File: src/rtl/axil_cmd_master_if.sv
// AXI4-Lite channel bundle between axil_cmd_master and its slave.
// The master modport drives addresses, data, valids and response readies.
interface axil_cmd_master_if #(
    parameter int ADDR_WIDTH = 4,
    parameter int DATA_WIDTH = 32
);
    logic [ADDR_WIDTH-1:0]   awaddr;
    logic [2:0]              awprot;
    logic                    awvalid;
    logic                    awready;

    logic [DATA_WIDTH-1:0]   wdata;
    logic [DATA_WIDTH/8-1:0] wstrb;
    logic                    wvalid;
    logic                    wready;

    logic [1:0]              bresp;
    logic                    bvalid;
    logic                    bready;

    logic [ADDR_WIDTH-1:0]   araddr;
    logic [2:0]              arprot;
    logic                    arvalid;
    logic                    arready;

    logic [DATA_WIDTH-1:0]   rdata;
    logic [1:0]              rresp;
    logic                    rvalid;
    logic                    rready;

    modport master (
        output awaddr, awprot, awvalid,
        input  awready,
        output wdata, wstrb, wvalid,
        input  wready,
        input  bresp, bvalid,
        output bready,
        output araddr, arprot, arvalid,
        input  arready,
        input  rdata, rresp, rvalid,
        output rready
    );

    modport slave (
        input  awaddr, awprot, awvalid,
        output awready,
        input  wdata, wstrb, wvalid,
        output wready,
        output bresp, bvalid,
        input  bready,
        input  araddr, arprot, arvalid,
        output arready,
        output rdata, rresp, rvalid,
        input  rready
    );
endinterface

File: src/rtl/axil_cmd_master.sv
// Single-outstanding AXI4-Lite master: one valid/ready command in, one AXI
// transaction out, one response back. Every output comes straight from a flop.
module axil_cmd_master #(
    parameter int          C_M00_AXI_DATA_WIDTH = 32,
    parameter int          C_M00_AXI_ADDR_WIDTH = 4,
    parameter int unsigned C_TIMEOUT_CYCLES     = 1024
) (
    input  logic                                m00_axi_aclk,
    input  logic                                m00_axi_areset,

    input  logic                                cmd_valid,
    output logic                                cmd_ready,
    input  logic                                cmd_write,
    input  logic [C_M00_AXI_ADDR_WIDTH-1:0]     cmd_addr,
    input  logic [C_M00_AXI_DATA_WIDTH-1:0]     cmd_wdata,
    input  logic [C_M00_AXI_DATA_WIDTH/8-1:0]   cmd_wstrb,

    output logic                                rsp_valid,
    input  logic                                rsp_ready,
    output logic                                rsp_write,
    output logic [C_M00_AXI_DATA_WIDTH-1:0]     rsp_rdata,
    output logic [1:0]                          rsp_resp,
    output logic                                timeout_flag,

    axil_cmd_master_if.master                   m00_axi
);

    localparam int          DW            = C_M00_AXI_DATA_WIDTH;
    localparam int          AW            = C_M00_AXI_ADDR_WIDTH;
    localparam int          SW            = C_M00_AXI_DATA_WIDTH / 8;
    localparam logic [31:0] TIMEOUT_LIMIT = C_TIMEOUT_CYCLES;
    localparam bit          TIMEOUT_EN    = (C_TIMEOUT_CYCLES != 32'd0);

    typedef enum logic [2:0] {
        ST_IDLE  = 3'd0,
        ST_WRITE = 3'd1,
        ST_WRESP = 3'd2,
        ST_READ  = 3'd3,
        ST_RDATA = 3'd4,
        ST_RSP   = 3'd5
    } state_e;

    state_e          state_q,     state_d;
    logic [AW-1:0]   addr_q,      addr_d;
    logic [DW-1:0]   wdata_q,     wdata_d;
    logic [SW-1:0]   wstrb_q,     wstrb_d;
    logic            write_q,     write_d;
    logic            aw_done_q,   aw_done_d;
    logic            w_done_q,    w_done_d;
    logic            awvalid_q,   awvalid_d;
    logic            wvalid_q,    wvalid_d;
    logic            bready_q,    bready_d;
    logic            arvalid_q,   arvalid_d;
    logic            rready_q,    rready_d;
    logic            cmd_ready_q, cmd_ready_d;
    logic            rsp_valid_q, rsp_valid_d;
    logic [DW-1:0]   rsp_rdata_q, rsp_rdata_d;
    logic [1:0]      rsp_resp_q,  rsp_resp_d;
    logic [15:0]     tcnt_q,      tcnt_d;
    logic            tflag_q,     tflag_d;

    logic            in_wait_s;
    logic [15:0]     tcnt_inc_s;
    logic            tcnt_hit_s;

    // Next-state and next-output logic for the transaction sequencer.
    always_comb begin
        state_d     = state_q;
        addr_d      = addr_q;
        wdata_d     = wdata_q;
        wstrb_d     = wstrb_q;
        write_d     = write_q;
        aw_done_d   = aw_done_q;
        w_done_d    = w_done_q;
        awvalid_d   = awvalid_q;
        wvalid_d    = wvalid_q;
        bready_d    = bready_q;
        arvalid_d   = arvalid_q;
        rready_d    = rready_q;
        cmd_ready_d = cmd_ready_q;
        rsp_valid_d = rsp_valid_q;
        rsp_rdata_d = rsp_rdata_q;
        rsp_resp_d  = rsp_resp_q;

        // The wait counter saturates so a hung slave can never wrap it back to zero.
        in_wait_s  = (state_q == ST_WRITE) || (state_q == ST_WRESP) ||
                     (state_q == ST_READ)  || (state_q == ST_RDATA);
        tcnt_inc_s = (tcnt_q == 16'hFFFF) ? tcnt_q : (tcnt_q + 16'd1);
        tcnt_hit_s = TIMEOUT_EN && ({16'd0, tcnt_inc_s} == TIMEOUT_LIMIT);
        tcnt_d     = in_wait_s ? tcnt_inc_s : tcnt_q;
        tflag_d    = tflag_q | (in_wait_s & tcnt_hit_s);

        case (state_q)
            ST_IDLE: begin
                if (cmd_valid && cmd_ready_q) begin
                    cmd_ready_d = 1'b0;
                    addr_d      = cmd_addr;
                    wdata_d     = cmd_wdata;
                    wstrb_d     = cmd_wstrb;
                    write_d     = cmd_write;
                    aw_done_d   = 1'b0;
                    w_done_d    = 1'b0;
                    tcnt_d      = 16'd0;
                    tflag_d     = 1'b0;
                    if (cmd_write) begin
                        state_d   = ST_WRITE;
                        awvalid_d = 1'b1;
                        wvalid_d  = 1'b1;
                    end else begin
                        state_d   = ST_READ;
                        arvalid_d = 1'b1;
                    end
                end else begin
                    cmd_ready_d = 1'b1;
                end
            end
            ST_WRITE: begin
                // AW and W retire independently; either order or both at once is fine.
                if (awvalid_q && m00_axi.awready) begin
                    awvalid_d = 1'b0;
                    aw_done_d = 1'b1;
                end else begin
                    awvalid_d = awvalid_q;
                end
                if (wvalid_q && m00_axi.wready) begin
                    wvalid_d = 1'b0;
                    w_done_d = 1'b1;
                end else begin
                    wvalid_d = wvalid_q;
                end
                if (aw_done_d && w_done_d) begin
                    state_d  = ST_WRESP;
                    bready_d = 1'b1;
                end else begin
                    state_d  = ST_WRITE;
                end
            end
            ST_WRESP: begin
                if (m00_axi.bvalid) begin
                    bready_d    = 1'b0;
                    rsp_resp_d  = m00_axi.bresp;
                    rsp_rdata_d = {DW{1'b0}};
                    rsp_valid_d = 1'b1;
                    state_d     = ST_RSP;
                end else begin
                    bready_d    = 1'b1;
                end
            end
            ST_READ: begin
                if (m00_axi.arready) begin
                    arvalid_d = 1'b0;
                    rready_d  = 1'b1;
                    state_d   = ST_RDATA;
                end else begin
                    arvalid_d = 1'b1;
                end
            end
            ST_RDATA: begin
                if (m00_axi.rvalid) begin
                    rready_d    = 1'b0;
                    rsp_rdata_d = m00_axi.rdata;
                    rsp_resp_d  = m00_axi.rresp;
                    rsp_valid_d = 1'b1;
                    state_d     = ST_RSP;
                end else begin
                    rready_d    = 1'b1;
                end
            end
            ST_RSP: begin
                if (rsp_ready) begin
                    rsp_valid_d = 1'b0;
                    cmd_ready_d = 1'b1;
                    state_d     = ST_IDLE;
                end else begin
                    rsp_valid_d = 1'b1;
                end
            end
            default: begin
                state_d     = ST_IDLE;
                awvalid_d   = 1'b0;
                wvalid_d    = 1'b0;
                bready_d    = 1'b0;
                arvalid_d   = 1'b0;
                rready_d    = 1'b0;
                rsp_valid_d = 1'b0;
                cmd_ready_d = 1'b1;
            end
        endcase
    end

    // State and output registers with synchronous reset.
    always_ff @(posedge m00_axi_aclk) begin
        if (m00_axi_areset) begin
            state_q     <= ST_IDLE;
            addr_q      <= {AW{1'b0}};
            wdata_q     <= {DW{1'b0}};
            wstrb_q     <= {SW{1'b0}};
            write_q     <= 1'b0;
            aw_done_q   <= 1'b0;
            w_done_q    <= 1'b0;
            awvalid_q   <= 1'b0;
            wvalid_q    <= 1'b0;
            bready_q    <= 1'b0;
            arvalid_q   <= 1'b0;
            rready_q    <= 1'b0;
            cmd_ready_q <= 1'b1;
            rsp_valid_q <= 1'b0;
            rsp_rdata_q <= {DW{1'b0}};
            rsp_resp_q  <= 2'b00;
            tcnt_q      <= 16'd0;
            tflag_q     <= 1'b0;
        end else begin
            state_q     <= state_d;
            addr_q      <= addr_d;
            wdata_q     <= wdata_d;
            wstrb_q     <= wstrb_d;
            write_q     <= write_d;
            aw_done_q   <= aw_done_d;
            w_done_q    <= w_done_d;
            awvalid_q   <= awvalid_d;
            wvalid_q    <= wvalid_d;
            bready_q    <= bready_d;
            arvalid_q   <= arvalid_d;
            rready_q    <= rready_d;
            cmd_ready_q <= cmd_ready_d;
            rsp_valid_q <= rsp_valid_d;
            rsp_rdata_q <= rsp_rdata_d;
            rsp_resp_q  <= rsp_resp_d;
            tcnt_q      <= tcnt_d;
            tflag_q     <= tflag_d;
        end
    end

    assign cmd_ready       = cmd_ready_q;
    assign rsp_valid       = rsp_valid_q;
    assign rsp_write       = write_q;
    assign rsp_rdata       = rsp_rdata_q;
    assign rsp_resp        = rsp_resp_q;
    assign timeout_flag    = tflag_q;

    assign m00_axi.awaddr  = addr_q;
    assign m00_axi.awprot  = 3'b000;
    assign m00_axi.awvalid = awvalid_q;
    assign m00_axi.wdata   = wdata_q;
    assign m00_axi.wstrb   = wstrb_q;
    assign m00_axi.wvalid  = wvalid_q;
    assign m00_axi.bready  = bready_q;
    assign m00_axi.araddr  = addr_q;
    assign m00_axi.arprot  = 3'b000;
    assign m00_axi.arvalid = arvalid_q;
    assign m00_axi.rready  = rready_q;

endmodule

File: src/flat_wrapper.sv
// flat-port wrapper written by rule: the top's interface ports become plain ports
module axil_cmd_master_flat 
#(
    parameter int          C_M00_AXI_DATA_WIDTH = 32,
    parameter int          C_M00_AXI_ADDR_WIDTH = 4,
    parameter int unsigned C_TIMEOUT_CYCLES     = 1024
)
  (m00_axi_aclk, m00_axi_areset, cmd_valid, cmd_ready, cmd_write, cmd_addr, cmd_wdata, cmd_wstrb, rsp_valid, rsp_ready, rsp_write, rsp_rdata, rsp_resp, timeout_flag, m00_axi_awaddr, m00_axi_awprot, m00_axi_awvalid, m00_axi_awready, m00_axi_wdata, m00_axi_wstrb, m00_axi_wvalid, m00_axi_wready, m00_axi_bresp, m00_axi_bvalid, m00_axi_bready, m00_axi_araddr, m00_axi_arprot, m00_axi_arvalid, m00_axi_arready, m00_axi_rdata, m00_axi_rresp, m00_axi_rvalid, m00_axi_rready);
  axil_cmd_master_if #(.ADDR_WIDTH((4)), .DATA_WIDTH((32))) m00_axi_i ();
  input  logic m00_axi_aclk;
  input  logic m00_axi_areset;
  input  logic cmd_valid;
  output logic cmd_ready;
  input  logic cmd_write;
  input  logic [C_M00_AXI_ADDR_WIDTH-1:0] cmd_addr;
  input  logic [C_M00_AXI_DATA_WIDTH-1:0] cmd_wdata;
  input  logic [C_M00_AXI_DATA_WIDTH/8-1:0] cmd_wstrb;
  output logic rsp_valid;
  input  logic rsp_ready;
  output logic rsp_write;
  output logic [C_M00_AXI_DATA_WIDTH-1:0] rsp_rdata;
  output logic [1:0] rsp_resp;
  output logic timeout_flag;
  output wire logic [$bits(m00_axi_i.awaddr)-1:0] m00_axi_awaddr;
  output wire logic [$bits(m00_axi_i.awprot)-1:0] m00_axi_awprot;
  output wire logic [$bits(m00_axi_i.awvalid)-1:0] m00_axi_awvalid;
  input wire logic [$bits(m00_axi_i.awready)-1:0] m00_axi_awready;
  output wire logic [$bits(m00_axi_i.wdata)-1:0] m00_axi_wdata;
  output wire logic [$bits(m00_axi_i.wstrb)-1:0] m00_axi_wstrb;
  output wire logic [$bits(m00_axi_i.wvalid)-1:0] m00_axi_wvalid;
  input wire logic [$bits(m00_axi_i.wready)-1:0] m00_axi_wready;
  input wire logic [$bits(m00_axi_i.bresp)-1:0] m00_axi_bresp;
  input wire logic [$bits(m00_axi_i.bvalid)-1:0] m00_axi_bvalid;
  output wire logic [$bits(m00_axi_i.bready)-1:0] m00_axi_bready;
  output wire logic [$bits(m00_axi_i.araddr)-1:0] m00_axi_araddr;
  output wire logic [$bits(m00_axi_i.arprot)-1:0] m00_axi_arprot;
  output wire logic [$bits(m00_axi_i.arvalid)-1:0] m00_axi_arvalid;
  input wire logic [$bits(m00_axi_i.arready)-1:0] m00_axi_arready;
  input wire logic [$bits(m00_axi_i.rdata)-1:0] m00_axi_rdata;
  input wire logic [$bits(m00_axi_i.rresp)-1:0] m00_axi_rresp;
  input wire logic [$bits(m00_axi_i.rvalid)-1:0] m00_axi_rvalid;
  output wire logic [$bits(m00_axi_i.rready)-1:0] m00_axi_rready;
  assign m00_axi_awaddr = m00_axi_i.awaddr;
  assign m00_axi_awprot = m00_axi_i.awprot;
  assign m00_axi_awvalid = m00_axi_i.awvalid;
  assign m00_axi_i.awready = m00_axi_awready;
  assign m00_axi_wdata = m00_axi_i.wdata;
  assign m00_axi_wstrb = m00_axi_i.wstrb;
  assign m00_axi_wvalid = m00_axi_i.wvalid;
  assign m00_axi_i.wready = m00_axi_wready;
  assign m00_axi_i.bresp = m00_axi_bresp;
  assign m00_axi_i.bvalid = m00_axi_bvalid;
  assign m00_axi_bready = m00_axi_i.bready;
  assign m00_axi_araddr = m00_axi_i.araddr;
  assign m00_axi_arprot = m00_axi_i.arprot;
  assign m00_axi_arvalid = m00_axi_i.arvalid;
  assign m00_axi_i.arready = m00_axi_arready;
  assign m00_axi_i.rdata = m00_axi_rdata;
  assign m00_axi_i.rresp = m00_axi_rresp;
  assign m00_axi_i.rvalid = m00_axi_rvalid;
  assign m00_axi_rready = m00_axi_i.rready;
  axil_cmd_master #(.C_M00_AXI_DATA_WIDTH(C_M00_AXI_DATA_WIDTH), .C_M00_AXI_ADDR_WIDTH(C_M00_AXI_ADDR_WIDTH), .C_TIMEOUT_CYCLES(C_TIMEOUT_CYCLES)) u_core (.m00_axi_aclk(m00_axi_aclk), .m00_axi_areset(m00_axi_areset), .cmd_valid(cmd_valid), .cmd_ready(cmd_ready), .cmd_write(cmd_write), .cmd_addr(cmd_addr), .cmd_wdata(cmd_wdata), .cmd_wstrb(cmd_wstrb), .rsp_valid(rsp_valid), .rsp_ready(rsp_ready), .rsp_write(rsp_write), .rsp_rdata(rsp_rdata), .rsp_resp(rsp_resp), .timeout_flag(timeout_flag), .m00_axi(m00_axi_i));
endmodule
File: config.mk
export PLATFORM = sky130hd
export DESIGN_NAME = axil_cmd_master_flat
export DESIGN_NICKNAME = d
export VERILOG_FILES = /design/src/rtl/axil_cmd_master_if.sv /design/src/rtl/axil_cmd_master.sv /design/src/flat_wrapper.sv
export SDC_FILE = /design/constraint.sdc
export NUM_CORES = 1
export LEC_CHECK = 0
export BUFFER_PORTS_ARGS = -buffer_cell sky130_fd_sc_hd__buf_2
export CORE_MARGIN = 4
export CORE_UTILIZATION = 42
export CTS_CLUSTER_SIZE = 8
export DETAILED_ROUTE_END_ITERATION = 10
export PLACE_DENSITY_LB_ADDON = 0.25
export SLEW_MARGIN = 20
export SYNTH_ARGS = -nofsm -noshare
export SYNTH_HDL_FRONTEND = slang
export SYNTH_SLANG_ARGS = --single-unit
export TNS_END_PERCENT = 20
File: constraint.sdc
create_clock -name m00_axi_aclk -period 6.6 [get_ports m00_axi_aclk]
set_clock_uncertainty 0.2 [all_clocks]
set_input_delay 0.33 -clock m00_axi_aclk [delete_from_list [all_inputs] [get_ports m00_axi_aclk]]
set_output_delay 0.33 -clock m00_axi_aclk [all_outputs]
set_load 0.05 [all_outputs]
; Word-level counts from Yosys, hierarchy flattened
; Index checks and enable logic that the tools add are counted.
[op_classes]
n_addsub = 1
n_eq_ne = 17
n_mux = 50
n_bitwise = 8
n_reduce_logical = 27
[ops]
columns = op, n
row1 = 2-to-1 mux 16 bit, 4
row2 = 2-to-1 mux 32 bit, 2
row3 = case mux 32 bit (2 select lines), 1
row4 = 2-to-1 mux 1 bit, 23
row5 = OR reduction 4 bit, 5
row6 = "!= test 2 bit, second input constant", 9
row7 = case mux 1 bit (3 select lines), 6
row8 = case mux 3 bit (6 select lines), 1
row9 = "adder 16 x 1 -> 16 bit, second input constant", 1
row10 = "equality test 16 x 11 -> 1 bit, second input constant", 1
row11 = "equality test 16 bit, second input constant", 1
row12 = 2-to-1 mux 3 bit, 5
row13 = AND reduction 2 bit, 5
row14 = AND reduction 3 bit, 3
row15 = 2-to-1 mux 2 bit, 4
row16 = AND reduction 4 bit, 2
row17 = "equality test 3 x 2 -> 1 bit, second input constant", 2
row18 = "equality test 3 bit, second input constant", 2
row19 = inverter 1 bit, 6
row20 = AND reduction 5 bit, 1
row21 = logical AND 1 bit, 4
row22 = case mux 1 bit (2 select lines), 2
row23 = case mux 1 bit (4 select lines), 1
row24 = case mux 2 bit (2 select lines), 1
row25 = other kinds (8), 11
[word_totals]
register_bits = 104
input_bits = 86
out_inout_bits = 93
wordCells = 121

; Logic depth before layout (Yosys ltp)
; Gate-level depths: netlist of the first run.
[depth]
word_depth = 8
mapped_depth = 9
depth_no_buf = 7

; Worst setup path after synthesis of the first run
; Ideal clock, no wire load.
[synth_path]
path_type = reg-to-reg
start = register u_core.tcnt_q[10]
end = register u_core.tflag_q (netlist: u_core.timeout_flag)
setup_ps = 69
t_arrival_ps = 1943
required_ps = 6331
path_slack_ps = 4388
path_stages_with_launch = 7
n_path_buf = 1
synth_period_minus_slack_ps = 2212
path_cell_list = dfxtp_1 > clkbuf_1 > nand3_2 > nor4_2 > mux2_4 > or4_1 > o21ai_1
[synth_between]
elab_chain_cells = 7
word_cells_on_any_way = 8
cone_classes = 1 x add/sub / 2 x eq/ne / 3 x mux / 2 x bitwise
[synth_lines]
columns = element, line_no
row1 = "start, declared", axil_cmd_master.sv:59  ; logic [15:0] tcnt_q, tcnt_d;
row2 = "start signal, assigned", axil_cmd_master.sv:229  ; tcnt_q <= tcnt_d;
row3 = adder 16 x 1 -> 16 bit / equality test 16 bit (equally long branches), axil_cmd_master.sv:88  ; tcnt_inc_s = (tcnt_q == 16'hFFFF) ? tcnt_q : (tcnt_q + 16'd1);
row4 = 2-to-1 mux 16 bit *, axil_cmd_master.sv:88
row5 = equality test 16 x 11 -> 1 bit *, axil_cmd_master.sv:89  ; tcnt_hit_s = TIMEOUT_EN && ({16'd0, tcnt_inc_s} == TIMEOUT_LIMIT);
row6 = bitwise AND 1 bit *, axil_cmd_master.sv:91  ; tflag_d = tflag_q | (in_wait_s & tcnt_hit_s);
row7 = bitwise OR 1 bit *, axil_cmd_master.sv:91
row8 = 2-to-1 mux 1 bit, axil_cmd_master.sv:95  ; if (cmd_valid && cmd_ready_q) begin
row9 = 2-to-1 mux 1 bit *, axil_cmd_master.sv:93  ; case (state_q)
row10 = "end signal, assigned", axil_cmd_master.sv:230  ; tflag_q <= tflag_d;
row11 = "end, declared", axil_cmd_master.sv:60  ; logic tflag_q, tflag_d;
; Mark *: on every way between the ends. The rest lies on a longest branch, timed or not.
; A chain may end at the register's enable or synchronous reset.

; Worst setup path in the final report of the first run
[layout_path]
start = register u_core.state_q[0]
end = register u_core.tflag_q (netlist: u_core.timeout_flag)
[layout_between]
elab_chain_cells = 8
word_cells_on_any_way = 12
cone_classes = 4 x eq/ne / 2 x mux / 2 x bitwise / 4 x reduce/logical
[layout_lines]
columns = element, line_no
row1 = "start, declared", axil_cmd_master.sv:43  ; state_e state_q, state_d;
row2 = "start signal, assigned", axil_cmd_master.sv:213  ; state_q <= state_d;
row3 = equality test 3 x 1 -> 1 bit / equality test 3 x 2 -> 1 bit (equally long branches), axil_cmd_master.sv:86  ; in_wait_s = (state_q == ST_WRITE) || (state_q == ST_WRESP) ||
row4 = logical OR 1 bit (2 in a row), axil_cmd_master.sv:86
row5 = logical OR 1 bit, axil_cmd_master.sv:87  ; (state_q == ST_READ) || (state_q == ST_RDATA);
row6 = bitwise AND 1 bit, axil_cmd_master.sv:91
row7 = bitwise OR 1 bit, axil_cmd_master.sv:91
row8 = 2-to-1 mux 1 bit, axil_cmd_master.sv:95
row9 = 2-to-1 mux 1 bit *, axil_cmd_master.sv:93
; Marks and branches as above.

==> results of run 1 <==
==> area by class of cell <==
type                       instances  area [µm²]
fill                             881        4190
sequential                       104        2080
multi-input combinational        390        2080
timing repair buffer             244        1570
tap                              136         170
clock buffer                      10         138
clock inverter                     6        61.3
inverter                           7        26.3
antenna                            1        2.50
==> cell usage in the layout (no fill, tap or decap), drive strengths merged, types with 2 or more instances in the layout <==
cell,Yosys,layout
a211oi,4,4
a21oi,63,63
a22oi,34,34
a311oi,3,3
a31oi,6,6
and2,2,2
and3,3,3
buf,23,175
clkbuf,29,10
clkinv,0,3
conb,1,6
dfxtp,104,104
dlygate4sd3,0,69
inv,7,10
mux2,2,2
mux2i,5,5
nand2,103,103
nand2b,5,5
nand3,9,9
nand3b,3,3
nand4,9,9
nor2,67,67
nor2b,4,4
nor3,7,7
nor4,6,6
o21ai,15,15
o22ai,4,4
or2,2,2
xnor2,4,4
xor2,6,6
==> layer usage <==
layer,wire length (µm),vias to the layer above,part of all wire
li1,-,2290,-
met2,6140,188,0.47
met4,399,0,0.031
met3,1020,34,0.079
met5,0,-,0
met1,5390,2141,0.42
==> how the worst max path moves through the flow <==
| stage | start | end | slack (ps) | cells past startpoint |
|---|---|---|---|---|
| after floorplan | u_core.tcnt_q[10] | u_core.timeout_flag | 4390 | 6 |
| after global placement | u_core.state_q[0] | u_core.timeout_flag | 4030 | 7 |
| after detailed placement | u_core.state_q[0] | u_core.rsp_rdata[13] | 3990 | 4 |
| after CTS | u_core.state_q[0] | u_core.timeout_flag | 3960 | 7 |
| after global routing | u_core.state_q[0] | u_core.timeout_flag | 3680 | 7 |
| final | u_core.state_q[0] | u_core.timeout_flag | 3920 | 7 |
==> cells by family (layout without fill, tap and decap cells) <==
family,count (synthesis),in the layout,share of synthesized area
other,1,7,0.000846
multiplexers,7,7,0.0172
AND/OR/NAND/NOR,225,225,0.226
AO/OA/AOI/OAI,141,141,0.198
adder cells (fa/ha/maj),1,1,0.00282
flip-flops,104,104,0.470
buffers and inverters,59,267,0.0666
XOR/XNOR,10,10,0.0198
==> metrics by stage <==
stage	hold slack [ps]	total power [W]
2_1_floorplan	236	0.00151
3_3_place_gp	240	0.00168
3_5_place_dp	243	0.00170
4_1_cts	0.866	0.00213
5_1_grt	0.680	0.00225
6_report	6.23	0.00212
==> critical path: stages (launching register included) <==
cell and delay [ps]:
dfxtp_1 830, or3_1 340, o21ai_1 90, buf_4 190, nor3b_1 200, o2111ai_1 120, or4_1 520, o21ai_1 120
==> what timing repair did <==
action	CTS	global route
buffers inserted	0	0
endpoints found under the hold margin	69	0
hold buffers	69	0
==> sequential cells by signal, summed over array words and instances, names as in the netlist, 2 cells and up <==
| signal | cells |
|---|---|
| u_core.tcnt_q | 16 |
| u_core.m00_axi.wstrb | 4 |
| u_core.m00_axi.wdata | 32 |
| u_core.m00_axi.araddr | 4 |
| u_core.state_q | 3 |
| u_core.rsp_resp | 2 |
| u_core.rsp_rdata | 32 |
==> report_power, final <==
group | total (W) | switching (W) | internal [W]
clock | 0.000399 | 0.000242 | 0.000158
combinational | 0.000906 | 0.000658 | 0.000248
sequential | 0.000818 | 0.0000924 | 0.000725
==> out/results.tsv, run 1 <==
stage	metric	value	unit
sta	rsz0062_at_grt	false	
logic_synthesis	synth_area	0.00443	mm²
global_routing	grt.busiest_layer	met2	
logic_synthesis	synth.largest_area_cell	dfxtp_1	
sta	clock.fmax	373	MHz
clock_network	htreeDepth	3	
global_routing	grt_pass1_vias	4538	
global_routing	grt_max_degree	88	
drt	drtIter0Drc	291	
sta	drv_slew	0	
die	ios	179	
logic_synthesis	syn_area_per_cell	8.09	µm²
sta	setup-violations-final	0	
global_routing	overflow	0	
sta	slew_headroom	0.413	
drt	ant_nets	0	
critical_path	reg2reg_slack	3920	ps
clock_network	clkSinkCount	104	
clock_network	cts_buffer_depth	2	
critical_path	required	6720	ps
drt	remaining_drc_errors	0	
drt	drtPass1Iterations	5	
logic_synthesis	synth_common_cells	dfxtp_1 (104), nand2_1 (103), nor2_1 (67)	
logic_synthesis	ys_seq_area_frac	0.470	
global_routing	antenna_found_initial	1	
layout	area_growth	38.4	%
logic_synthesis	async_flop_share	0	
layout	nets	843	
logic_synthesis	synth_edf_count	0	
sta	period_share	0.407	
logic_synthesis	synth.area.top_cells	dfxtp_1 (47%), nand2_1 (8.7%), a21oi_1 (7.1%), a22oi_1 (5.8%), nor2_1 (5.7%)	
logic_synthesis	syn-instance-count	548	
critical_path	end_kind	flip-flop	
logic_synthesis	ys_ff_latch	104	
critical_path	worstRegToRegCells	7	
die	die_w	111	µm
placement	gp_congestion	0.899	
die	initial_utilization	0.429	
worst_hold_path	hp-class	in2reg	
layout	fin_area	0.00613	mm²
sta	fin_ws	3920	ps
sta	final.setup.tns	0	ps
layout	fin_util	0.594	
run	maxCapViolCount	0	
placement	place_inst	812	
placement	io_buffers	172	
drt	drt_wl_total	12900	µm
sta	layout_min_cycle_time	2680	ps
pwr	peakVddDrop	0.214	mV
drt	avgRoutedWirePerCell	14.4	µm
clock_network	cts_tree	done	
global_routing	grtUsageMet3	0.0535	
pwr	power-per-cell-area	346	mW/mm²
pwr	p_leak	2.65	nW
clock_network	cts_root_buf	clkbuf_8	
clock_network	clk_latency	380	ps
drt	avgViaCountPerCell	5.18	
sta	hold_viol_final	0	
global_routing	met2_usage	0.350	
layout	drive_gt1_frac	0.268	
clock_network	cts_buffers	9	
global_routing	grt_usage	0.211	
layout	stdcell_count	898	
worst_hold_path	hp-start	m00_axi_rdata[18]	
sta	worstMarginPinSlew	880	ps
logic_synthesis	yosysMostFrequentCell	dfxtp_1	
global_routing	use_met1	0.256	
critical_path	r2r_end	u_core.timeout_flag	
logic_synthesis	synth.distinct_cells	55	
die	die_h	111	µm
placement	dp_hpwl	8140	µm
critical_path	crit_fanout	25	
die	rows	37	
worst_hold_path	hold_end	u_core.rsp_rdata[18]	
die	die-area	0.0123	mm²
placement	pre_cts_ws	3990	ps
critical_path	timing.rr.start	u_core.state_q[0]	
logic_synthesis	synth_top_area_share	0.470	
critical_path	startpoint_type	flip-flop	
logic_synthesis	yosys_warnings	0	
logic_synthesis	synthFlopType	dfxtp_1	
global_routing	grt_pass1_wl	21800	µm
placement	placedInstanceArea	0.00524	mm²
critical_path	crit_type	reg2reg	
clock_network	cts.repair.resized	0	
drt	num_vias	4653	
critical_path	arrival	2800	ps
worst_hold_path	hold_depth	3	
die	coreArea	0.0103	mm²
clock_network	path_clk_slew	110	ps
run_status	status	finished, final reports clean	
(Power assumes the default switching activity.)
==> inputs of run 2 (changes only) <==
Clock period 6.6 ns to 2.45 ns, I/O delays scaled along.
==> run 2 against run 1 <==
  * Final cell count increased by 2.6%
  * Clock power rose to 2.8 times the previous value
  * Global-route usage is 0.26 points higher
  * Critical path type unchanged
  * Critical endpoint unchanged
  * Die area is the same
  * Via count increased by 1.6%
  * Highest routed layer unchanged
  * Sequential cell count stayed put
  * Wire length up 2.6%
==> out/results.tsv, run 2 (synthesized netlist as in run 1, its figures left out) <==
stage	metric	value	unit	change
global_routing	grt_usage	0.214		was 0.211
global_routing	antenna_found_initial	0		was 1
layout	fin_area	0.00636	mm²	was 0.00613 mm²
drt	wl_met2	6490	µm	was 6140 µm
placement	gp_congestion	0.868		was 0.899
drt	drtPass1Iterations	5		unchanged
drt	num_vias	4729		was 4,653
sta	final.setup.tns	0	ps	unchanged
sta	hold_ws	22.3	ps	was 6.23 ps
run	maxCapViolCount	0		unchanged
layout	mostFrequentLayoutCells	buf_2 (172), nand2_1 (103), dfxtp_1 (103)		was buf_2 (172), dfxtp_1 (104), nand2_1 (102)
die	rows	37		unchanged
clock_network	cts_tree	done		unchanged
critical_path	end_kind	flip-flop		unchanged
sta	rsz0062_at_grt	false		unchanged
sta	hold_viol_final	0		unchanged
die	initial_utilization	0.429		unchanged
sta	slew_headroom	0.405		was 0.413
layout	drive_gt1_frac	0.273		was 0.268
worst_hold_path	hp-class	in2reg		unchanged
clock_network	clkSinkCount	104		unchanged
drt	wl_met1	5300	µm	was 5390 µm
die	coreArea	0.0103	mm²	unchanged
layout	insertedDiodeCount	0		was 1
placement	io_buffers	172		unchanged
sta	drv_slew	0		unchanged
clock_network	cts_root_buf	clkbuf_8		unchanged
drt	wl_met3	1180	µm	was 1020 µm
drt	drt_wl_total	13300	µm	was 12,900 µm
pwr	power-per-cell-area	924	mW/mm²	was 346 mW/mm²
clock_network	path_clk_slew	90	ps	was 110 ps
sta	layout_min_cycle_time	2320	ps	was 2680 ps
drt	top_layer_used	met4		unchanged
pwr	power	0.00588	W	was 0.00212 W
critical_path	crit_type	reg2reg		unchanged
layout	area_growth	43.5	%	was 38.4%
layout	nets	867		was 843
placement	dp_hpwl	8560	µm	was 8140 µm
critical_path	crit_fanout	7		was 25
sta	worstMarginPinSlew	892	ps	was 880 ps
layout	final_common_cell	buf_2		unchanged
global_routing	grt_pass1_wl	22200	µm	was 21,800 µm
sta	period_share	0.949		was 0.407
clock_network	htreeDepth	3		unchanged
critical_path	startpoint_type	flip-flop		unchanged
global_routing	grt_max_degree	87		was 88
clock_network	cts_buffers	9		unchanged
run_status	status	finished, final reports clean		unchanged
global_routing	grt_pass1_vias	4737		was 4,538
sta	clock.fmax	430	MHz	was 373 MHz
placement	placedInstanceArea	0.00533	mm²	was 0.00524 mm²
die	die_h	111	µm	unchanged
die	ios	179		unchanged
drt	drtIter0Drc	292		was 291
clock_network	clk_latency	360	ps	was 380 ps
drt	avgRoutedWirePerCell	14.4	µm	about the same
global_routing	overflow	0		unchanged
drt	remaining_drc_errors	0		unchanged
pwr	p_leak	2.77	nW	was 2.65 nW
drt	ant_nets	0		unchanged
die	die_w	111	µm	unchanged
critical_path	arrival	2430	ps	was 2800 ps
critical_path	required	2550	ps	was 6720 ps
pwr	peakVddDrop	0.394	mV	was 0.214 mV
sta	setup-violations-final	0		unchanged
drt	avgViaCountPerCell	5.13		was 5.18
layout	fin_util	0.616		was 0.594
clock_network	cts_buffer_depth	2		unchanged
die	die-area	0.0123	mm²	unchanged
[run 2: cell type report]
class / count / area [µm²]
Fill cell: 885 / 3960
Sequential cell: 104 / 2080
Multi-Input combinational cell: 390 / 2080
Timing Repair Buffer: 268 / 1800
Tap cell: 136 / 170
Clock buffer: 11 / 141
Clock inverter: 5 / 61.3
Inverter: 7 / 26.3
[run 2: path summary, 6_finish.rpt]
kind / cells after the start / from / slack [ps] / end
max: 6 / u_core.tcnt_q[2] / 130 / u_core.timeout_flag
min: 5 / m00_axi_arready / 20 / u_core.m00_axi.arvalid
max reg2reg: 6 / u_core.tcnt_q[2] / 130 / u_core.timeout_flag
min reg2reg: 2 / u_core.timeout_flag / 260 / u_core.timeout_flag
[run 2: metal layers]
| layer | GRT usage | vias up |
|---|---|---|
| met4 | 0.0821 | 0 |
| met1 | 0.246 | 2141 |
| li1 | - | 2345 |
| met2 | 0.367 | 213 |
| met3 | 0.0715 | 30 |
| met5 | 0 | - |
[run 2: what timing repair did]
action                                  CTS  global route
hold buffers                             82             0
endpoints found under the hold margin    83             0
endpoints found under the setup margin    0             1
setup buffers                             0             0
gates resized for setup                   0             1
[run 2: critical path: stages (launching register included)]
cell and delay [ps]:
dfxtp_1 460, and4_4 320, nand3_4 110, nor4_2 220
mux2_4 340, or4_1 510, o21ai_1 120
[run 2: power by group]
part           switching, W  total, W  internal [W]
registers          0.000182   0.00214       0.00195
logic               0.00188   0.00264      0.000766
clock network      0.000589   0.00110      0.000511
[run 2: per-stage QoR]
| step | setup slack (ps) | std cells |
|---|---|---|
| floorplan | 238 | 553 |
| global placement | 204 | 823 |
| global route | 7.43 | 921 |
| finish | 126 | 921 |
| CTS | 95.8 | 921 |
| detailed placement | 121 | 823 |
